===== config.mk =====
export PLATFORM = sky130hd
export DESIGN_NAME = softermax_drain
export DESIGN_NICKNAME = d
export VERILOG_FILES = /design/src/rtl/softermax_pkg.sv /design/src/rtl/drain_fifo.sv /design/src/rtl/softermax_drain.sv
export SDC_FILE = /design/constraint.sdc
export NUM_CORES = 1
export LEC_CHECK = 0
export ABC_AREA = 0
export BUFFER_PORTS_ARGS = -buffer_cell sky130_fd_sc_hd__buf_2
export CAP_MARGIN = 20
export CORE_MARGIN = 1
export CORE_UTILIZATION = 57
export CTS_CLUSTER_SIZE = 24
export DETAILED_ROUTE_END_ITERATION = 8
export GPL_TIMING_DRIVEN = 0
export PLACE_DENSITY = 0.8
export SETUP_SLACK_MARGIN = 0.1
export SYNTH_ARGS = -nofsm -noshare
export SYNTH_HDL_FRONTEND = slang
export SYNTH_SLANG_ARGS = --single-unit

===== constraint.sdc =====
create_clock -name clk -period 4.6 [get_ports clk]
set_input_delay 1.38 -clock clk [delete_from_list [all_inputs] [get_ports clk]]
set_output_delay 1.38 -clock clk [all_outputs]
set_load 0.02 [all_outputs]

===== src/rtl/softermax_pkg.sv =====
// rtl/softermax_pkg.sv - shared defaults and drain FSM encoding for the softermax drain
package softermax_pkg;

    localparam int DEF_ROW_WIDTH = 8;
    localparam int DEF_PROB_W    = 33;
    localparam int DEF_OUT_W     = 16;
    localparam int ADDR_W        = $clog2(DEF_ROW_WIDTH);

    typedef enum logic [1:0] {
        IDLE  = 2'd0,
        ISSUE = 2'd1,
        FLUSH = 2'd2
    } drain_state_e;

endpackage


===== src/rtl/drain_fifo.sv =====
// rtl/drain_fifo.sv - synchronous FIFO with occupancy count and simultaneous push/pop
module drain_fifo #(
    parameter int WIDTH = 20,
    parameter int DEPTH = 4
) (
    input  logic                       clk,
    input  logic                       rst,
    input  logic                       push_i,
    input  logic [WIDTH-1:0]           wdata_i,
    input  logic                       pop_i,
    output logic [WIDTH-1:0]           rdata_o,
    output logic                       empty_o,
    output logic [$clog2(DEPTH+1)-1:0] count_o
);

    localparam int PTR_W = (DEPTH > 1) ? $clog2(DEPTH) : 1;
    localparam int CNT_W = $clog2(DEPTH + 1);

    logic [WIDTH-1:0] mem_q [DEPTH];
    logic [PTR_W-1:0] wr_ptr_q, wr_ptr_d;
    logic [PTR_W-1:0] rd_ptr_q, rd_ptr_d;
    logic [CNT_W-1:0] count_q, count_d;
    logic             do_push;
    logic             do_pop;

    // Pointers wrap explicitly so non-power-of-two depths work.
    function automatic logic [PTR_W-1:0] next_ptr(input logic [PTR_W-1:0] p);
        if (p == PTR_W'(DEPTH - 1)) begin
            return '0;
        end
        return p + PTR_W'(1);
    endfunction

    assign do_pop  = pop_i && (count_q != '0);
    assign do_push = push_i && ((count_q != CNT_W'(DEPTH)) || do_pop);

    // Next pointer and occupancy values.
    always_comb begin
        wr_ptr_d = wr_ptr_q;
        rd_ptr_d = rd_ptr_q;
        count_d  = count_q;
        if (do_push) begin
            wr_ptr_d = next_ptr(wr_ptr_q);
        end
        if (do_pop) begin
            rd_ptr_d = next_ptr(rd_ptr_q);
        end
        case ({do_push, do_pop})
            2'b10:   count_d = count_q + CNT_W'(1);
            2'b01:   count_d = count_q - CNT_W'(1);
            default: count_d = count_q;
        endcase
    end

    // Storage is cleared on reset so the head reads as zero out of reset.
    always_ff @(posedge clk or posedge rst) begin
        if (rst) begin
            for (int i = 0; i < DEPTH; i++) begin
                mem_q[i] <= '0;
            end
        end else if (do_push) begin
            mem_q[wr_ptr_q] <= wdata_i;
        end
    end

    // Pointer and count registers.
    always_ff @(posedge clk or posedge rst) begin
        if (rst) begin
            wr_ptr_q <= '0;
            rd_ptr_q <= '0;
            count_q  <= '0;
        end else begin
            wr_ptr_q <= wr_ptr_d;
            rd_ptr_q <= rd_ptr_d;
            count_q  <= count_d;
        end
    end

    assign rdata_o = mem_q[rd_ptr_q];
    assign empty_o = (count_q == '0);
    assign count_o = count_q;

endmodule


===== src/rtl/softermax_drain.sv =====
// rtl/softermax_drain.sv - drains one softermax row per done edge into a narrowed stream (option: SOFTERMAX_DRAIN_SAT_EN)
module softermax_drain
    import softermax_pkg::*;
#(
    parameter int ROW_WIDTH  = DEF_ROW_WIDTH,
    parameter int PROB_W     = DEF_PROB_W,
    parameter int OUT_W      = DEF_OUT_W,
    parameter int SHIFT      = 4,
    parameter int FIFO_DEPTH = 4
) (
    input  logic                         clk,
    input  logic                         rst,
    input  logic                         sm_done,
    output logic [$clog2(ROW_WIDTH)-1:0] sm_read_addr,
    input  logic [PROB_W-1:0]            sm_prob,
    output logic                         out_valid,
    input  logic                         out_ready,
    output logic [OUT_W-1:0]             out_data,
    output logic [$clog2(ROW_WIDTH)-1:0] out_idx,
    output logic                         out_last,
    output logic                         busy,
    output logic                         row_release,
    output logic                         overrun,
    input  logic                         clear_overrun
`ifdef SOFTERMAX_DRAIN_SAT_EN
    ,
    output logic                         sat_seen
`endif
);

    localparam int IDX_W = $clog2(ROW_WIDTH);
    localparam int ENT_W = OUT_W + IDX_W + 1;
    localparam int CNT_W = $clog2(FIFO_DEPTH + 1);
    localparam logic [IDX_W-1:0] LAST_IDX = IDX_W'(ROW_WIDTH - 1);

    drain_state_e     state_q, state_d;
    logic             sm_done_q;
    logic [IDX_W-1:0] addr_q, addr_d;
    logic [IDX_W-1:0] rd_addr_q, rd_addr_d;
    logic             inflight_q, inflight_d;
    logic             row_release_q, row_release_d;
    logic             overrun_q, overrun_d;

    logic             start;
    logic             credit_ok;
    logic             pop;
    logic [CNT_W:0]   used;
    logic [CNT_W-1:0] fifo_count;
    logic             fifo_empty;
    logic [ENT_W-1:0] fifo_wdata;
    logic [ENT_W-1:0] fifo_rdata;
    logic [OUT_W-1:0] narrowed;

    assign start = sm_done & ~sm_done_q;

    // A read occupies one FIFO credit from issue until its word lands, so
    // the FIFO can never be asked to take a word it has no room for.
    assign used      = {1'b0, fifo_count} + {{CNT_W{1'b0}}, inflight_q};
    assign credit_ok = (used < (CNT_W + 1)'(FIFO_DEPTH));

`ifdef SOFTERMAX_DRAIN_SAT_EN
    logic sat_hit;
    logic sat_seen_q, sat_seen_d;

    // Any surviving bit above the output window means the value does not fit.
    assign sat_hit  = |(sm_prob >> (SHIFT + OUT_W));
    assign narrowed = sat_hit ? '1 : OUT_W'(sm_prob >> SHIFT);
`else
    assign narrowed = OUT_W'(sm_prob >> SHIFT);
`endif

    // The registered read address is the index of the word on sm_prob this cycle.
    assign fifo_wdata = {(rd_addr_q == LAST_IDX), rd_addr_q, narrowed};

    assign out_valid = ~fifo_empty;
    assign pop       = out_valid & out_ready;
    assign {out_last, out_idx, out_data} = fifo_rdata;

    drain_fifo #(
        .WIDTH (ENT_W),
        .DEPTH (FIFO_DEPTH)
    ) u_fifo (
        .clk     (clk),
        .rst     (rst),
        .push_i  (inflight_q),
        .wdata_i (fifo_wdata),
        .pop_i   (pop),
        .rdata_o (fifo_rdata),
        .empty_o (fifo_empty),
        .count_o (fifo_count)
    );

    // Drain FSM: issue reads under credit, then wait for the last word to leave.
    always_comb begin
        state_d       = state_q;
        addr_d        = addr_q;
        rd_addr_d     = rd_addr_q;
        inflight_d    = 1'b0;
        row_release_d = 1'b0;
        case (state_q)
            IDLE: begin
                if (start) begin
                    state_d = ISSUE;
                    addr_d  = '0;
                end
            end
            ISSUE: begin
                if (credit_ok) begin
                    rd_addr_d  = addr_q;
                    addr_d     = addr_q + IDX_W'(1);
                    inflight_d = 1'b1;
                    if (addr_q == LAST_IDX) begin
                        state_d = FLUSH;
                    end
                end
            end
            FLUSH: begin
                if (!inflight_q && (fifo_count == CNT_W'(1)) && pop && out_last) begin
                    state_d       = IDLE;
                    row_release_d = 1'b1;
                end
            end
            default: state_d = IDLE;
        endcase
    end

    // Sticky flags: a new event in the same cycle as a clear wins.
    always_comb begin
        overrun_d = overrun_q;
        if (start && (state_q != IDLE)) begin
            overrun_d = 1'b1;
        end else if (clear_overrun) begin
            overrun_d = 1'b0;
        end
`ifdef SOFTERMAX_DRAIN_SAT_EN
        sat_seen_d = sat_seen_q;
        if (inflight_q && sat_hit) begin
            sat_seen_d = 1'b1;
        end else if (clear_overrun) begin
            sat_seen_d = 1'b0;
        end
`endif
    end

    // Control registers; reset aborts any row without a release pulse.
    always_ff @(posedge clk or posedge rst) begin
        if (rst) begin
            state_q       <= IDLE;
            sm_done_q     <= 1'b0;
            addr_q        <= '0;
            rd_addr_q     <= '0;
            inflight_q    <= 1'b0;
            row_release_q <= 1'b0;
            overrun_q     <= 1'b0;
        end else begin
            state_q       <= state_d;
            sm_done_q     <= sm_done;
            addr_q        <= addr_d;
            rd_addr_q     <= rd_addr_d;
            inflight_q    <= inflight_d;
            row_release_q <= row_release_d;
            overrun_q     <= overrun_d;
        end
    end

`ifdef SOFTERMAX_DRAIN_SAT_EN
    // Saturation observed flag.
    always_ff @(posedge clk or posedge rst) begin
        if (rst) begin
            sat_seen_q <= 1'b0;
        end else begin
            sat_seen_q <= sat_seen_d;
        end
    end

    assign sat_seen = sat_seen_q;
`endif

    assign sm_read_addr = rd_addr_q;
    assign busy         = (state_q != IDLE);
    assign row_release  = row_release_q;
    assign overrun      = overrun_q;

endmodule

Yosys cells after proc, flatten, opt, wreduce, memory -nomap -nowiden
Index checks and enable logic that the tools add are counted. W data, S select, Z words.

Equality and inequality tests: 14. Muxes and demuxes: 29. Magnitude comparators: 4. Reductions and logical operators: 19. Add/subtract/negate cells: 6. Bitwise gates (word level): 6.

Operator list (number): $bwmux W80 (1); $mux W20 (3); $bmux W20 S2 (1); $demux W20 S2 (1); $mux W2 (8); $pmux W3 S2 (2); $mux W1 (10); $eq A2 B2 Y1 const B (4); $ne A2 B2 Y1 const B (4); $reduce_bool A2 Y1 (4); $logic_and A1 B1 Y1 (7); $add A3 B1 Y3 const B (2); $eq A3 B3 Y1 const B (2); $ge A3 B3 Y1 const B (2); $mux W3 (2); $not A2 Y3 (2); $pmux W2 S3 (1); $add A2 B1 Y2 const B (2); $add A3 B1 Y4 (1); $eq A2 B1 Y1 const B (2); $lt A4 B3 Y1 const B (1); $reduce_and A4 Y1 (1); $eq A3 B1 Y1 const B (1); $logic_not A3 Y1 (1); 11 further kinds (13).

Word-level logic and storage cells: 92. Output and inout bits: 27. Bits in registers: 99. Bits of input ports: 38.

Longest topological paths before layout
Depth in word-level cells: 8. Mapped depth: 9. Mapped depth without buffers: 9.

Hierarchy
Synthesis repeated with hierarchy kept, for this count alone.

Cell total of the unflattened synthesis: 287. Area, all modules: 4491.8 µm².

By module, submodules not included: drain_fifo (seq. area each 2177.1 µm², area an instance 3923.8 µm², instances 1, cells each 236); softermax_drain (seq. area each 300.3 µm², area an instance 568.0 µm², instances 1, cells each 51).

Worst setup path before layout
No wires, ideal clock.

Kind: flip-flop to output port. From: register u_fifo.rd_ptr_q[0]. To: output out_data[10]. Cell stages (with the launch flop): 3. Setup slack: 1886 ps. Required time: 3220 ps. Buffers on the path: 1. Arrival: 1334 ps. Cell sequence: dfrtp_1 -> buf_2 -> mux4_2.

Cells in the longest elaborated chain, start to end: 4.

RTL lines: from (decl) (RTL line drain_fifo.sv:21) `logic [PTR_W-1:0] rd_ptr_q, rd_ptr_d;`; from (signal assigned) (RTL line drain_fifo.sv:74) `rd_ptr_q <= rd_ptr_d;`; $not A2 Y3 (implied by the code) (RTL line drain_fifo.sv:79) `assign rdata_o = mem_q[rd_ptr_q];`; $bmux W20 S2 (RTL line drain_fifo.sv:79); $mux W20 (implied by the code) (2 in a row) (RTL line drain_fifo.sv:79); to (decl) (RTL line softermax_drain.sv:18) `output logic [OUT_W-1:0] out_data,`.

No other way between the ends. The select of a mux whose other input is x is not followed.

Final worst setup path
From: register u_fifo.rd_ptr_q[1]. To: output out_data[6].

The elaborated chain is that of the path after synthesis.

==> impl_metrics.json <==
{
  "postRouteWirelength_um": 7704,
  "syn_area_per_cell_sq_um": 15.60,
  "synth-adder-area-share": 0.03366,
  "regArea_sq_um": 2477,
  "clock_skew_ns": 0.01498,
  "ant_nets": 0,
  "worstReg2RegStart": "u_fifo.count_o[0]$_DFFE_PP0P_",
  "gp_congestion": 0.7223,
  "htreeDepth": 3,
  "dp_cells": 433,
  "synth_seq_cells": 99,
  "power_frac_seq": 0.393,
  "timing.final.hold_violations": 0,
  "synthMuxAreaShare": 0.3321,
  "critPathKind": "reg -> out",
  "crit_chain": "buf_2, buf_2, mux4_2, buf_2",
  "ctsHoldBuffers": 0,
  "numCtsBuffers": 9,
  "stdcell_count": 449,
  "core_area_sq_um": 7408,
  "switchingPower_mw": 1.420,
  "max_freq_mhz": 291.0,
  "startpoint": "u_fifo.rd_ptr_q[1]$_DFFE_PP0P_",
  "wl_per_cell_um": 17.16,
  "crit_family": "buffers and inverters",
  "async_flop_share": 1.000,
  "synth_compound_area_frac": 0.007574,
  "p_int_mw": 2.557,
  "die_area_sq_um": 8183,
  "r2r_cells": 6,
  "clkLatencyLatePin_ns": 0.37,
  "dp_hpwl_um": 5157,
  "drc_errors": 0,
  "initial_core_util": 0.6021,
  "clock_path_buffers": 2,
  "viasPerCell": 5.550,
  "ir_drop_v": 0.0003318,
  "grt_pass1_wl_um": 12940,
  "die_h_um": 90.46,
  "final_cell_mix": "99 x dfrtp_1, 84 x mux2_2, 59 x buf_2",
  "first_pass_iters": 4,
  "max_stage_delay_ns": 0.44,
  "synth_edf_count": 0,
  "fin_crit_ns": 3.436,
  "grt_max_degree": 56,
  "path_buf_inv": 3,
  "areaGrowthSynthToFinish_pct": 13.41,
  "fp.dieW_um": 90.46,
  "grt_pass1_vias": 2624,
  "slew_viol_final": 0,
  "synth.distinct_cells": 30,
  "worst_slack_ns": 1.164,
  "critPathCaptureType": "primary output",
  "cap_viol_max_count": 0,
  "ys.flop_type": "dfrtp_1",
  "tightest_slew_ns": 0.5727,
  "cp-start-kind": "register",
  "worstPathArrival_ns": 2.06,
  "post_cts_buffers": 0,
  "synth_top_area_cell": "dfrtp_1",
  "syn_inst": 286,
  "max-slew-margin-rel": 0.6182,
  "required_ns": 3.22,
  "grt_antenna_before_repair": 0,
  "yosysWarnings": 0,
  "port_buffers": 47,
  "fillers": 520,
  "yosys.area.top_type_share": 0.5554,
  "pre_cts_ws_ns": 1.527,
  "vias": 2492,
  "switching_share": 0.3571,
  "setup_viol": 0,
  "path_depth": 4,
  "antenna_cells": 0,
  "synth_top_family_by_area": "multiplexers",
  "num_rows": 31,
  "multi_input_area_sq_um": 1841,
  "synth_area_leaders": "dfrtp_1 56%, mux2_2 21%, mux4_2 10%",
  "cts.sinks": 99,
  "synth_xor_area_frac": 0.005891,
  "grt_overflow": 0,
  "finalSetupTns_ns": 0,
  "drtIter0Drc": 49,
  "cts_tree": "built",
  "syn_nets": 336,
  "p_leak_nw": 2.347,
  "cts_root_buf": "clkbuf_8",
  "p_comb_frac": 0.461,
  "min-delay-start": "u_fifo.mem_q[76]$_DFFE_PP0P_",
  "crit_fanout": 10,
  "seq_area_frac_synth": 0.5554,
  "outcome": "complete, no violations",
  "worstHoldPathCells": 1,
  "syn-cell-area_sq_um": 4461,
  "fin_nets": 395,
  "synth-simple-area-share": 0.03338,
  "finalCritPeriodShare": 0.7470,
  "min-delay-path-class": "reg -> reg",
  "clock_power_share": 0.146,
  "ios": 65,
  "p_per_area_nw_per_um2": 786.3,
  "layout_commonest_cell": "dfrtp_1",
  "slowest_stage": "dfrtp_1",
  "clkTransAtPathRegs_ns": 0.09,
  "rsz0062_at_grt": "false",
  "cts_resized": 0,
  "track_usage": 0.2061,
  "final_layout_size_suffix_gt1_frac": 0.5457,
  "critPathMostFrequentCell": "buf_2"
}
## layer usage
metal,vias to the layer above,GRT usage,part of all wire,wire [um]
met5,-,0,0,0
met4,0,0.08199,0.013,101
met3,10,0.02862,0.029,224
met2,51,0.3321,0.49,3774
met1,1284,0.2851,0.47,3604
li1,1147,-,-,-
## cell usage after synthesis (2+ instances only)
master,number
dfrtp_1,99
mux2_2,84
mux4_2,20
inv_1,13
buf_2,12
ha_1,12
nand2_1,6
nor2_1,5
mux2i_1,4
nand3_1,4
buf_4,3
mux2_4,3
nand2b_1,3
xnor2_1,2
## flip-flops by register name (all words and copies together), names as in the netlist
name             count
sm_read_addr         3
row_release          1
overrun              1
state_q              2
u_fifo.rd_ptr_q      2
u_fifo.wr_ptr_q      2
addr_q               3
inflight_q           1
u_fifo.mem_q        80
u_fifo.count_o       3
sm_done_q            1
## power by group through the flow
stage               combinational [mW]  sequential [mW]  clock, mW
detailed placement                1.86             1.58          0
floorplan                         1.47             1.49          0
global placement                  1.80             1.55          0
global route                      1.99             1.62      0.626
CTS                               1.86             1.56      0.589
finish                            1.83             1.56      0.580
## kinds of logic after synthesis
kind of cell	Yosys count
adder cells (fa/ha/maj)	12
AO/OA/AOI/OAI	5
flip-flops	99
multiplexers	111
buffers and inverters	29
XOR/XNOR	3
AND/OR/NAND/NOR	27
## worst register-to-register path, stage by stage, from the launching register on
cell and delay, ns:
dfrtp_1 0.45, inv_1 0.10, ha_1 0.20, nand3b_1 0.18, nand3_1 0.14, buf_2 0.32, mux2_2 0.39
## final timing paths
check	to	slack, ns
max in group asynchronous	u_fifo.mem_q[26]$_DFFE_PP0P_	2.87
hold / removal	u_fifo.mem_q[76]$_DFFE_PP0P_	0.51
setup reg to reg	u_fifo.mem_q[58]$_DFFE_PP0P_	2.71
hold reg to reg	u_fifo.mem_q[76]$_DFFE_PP0P_	0.51
min in group asynchronous	u_fifo.mem_q[62]$_DFFE_PP0P_	1.07
setup / recovery	out_data[6]	1.16
## cell type report
cell class | count | share of cell area
clock buffers | 9 | 0.02449
well taps | 99 | 0.02449
plain buffers | 16 | 0.01855
repair buffers | 48 | 0.05194
inverters | 13 | 0.01014
flip-flops and latches | 99 | 0.4897
clock inverters | 7 | 0.01682
multi-input cells | 158 | 0.3638
## through the flow
step                power, mW    util  instance area, sq um  hold WS (ns)
CTS                     4.013  0.6828                  5059        0.5115
detailed placement      3.432  0.6546                  4850        0.4884
finish                  3.977  0.6828                  5059        0.5101
floorplan               2.962       -                  4461        0.4733
global placement        3.352  0.6506                  4820        0.4816
global route            4.233  0.6828                  5059        0.5222
No activity file was read; power rests on OpenSTA's default activity.
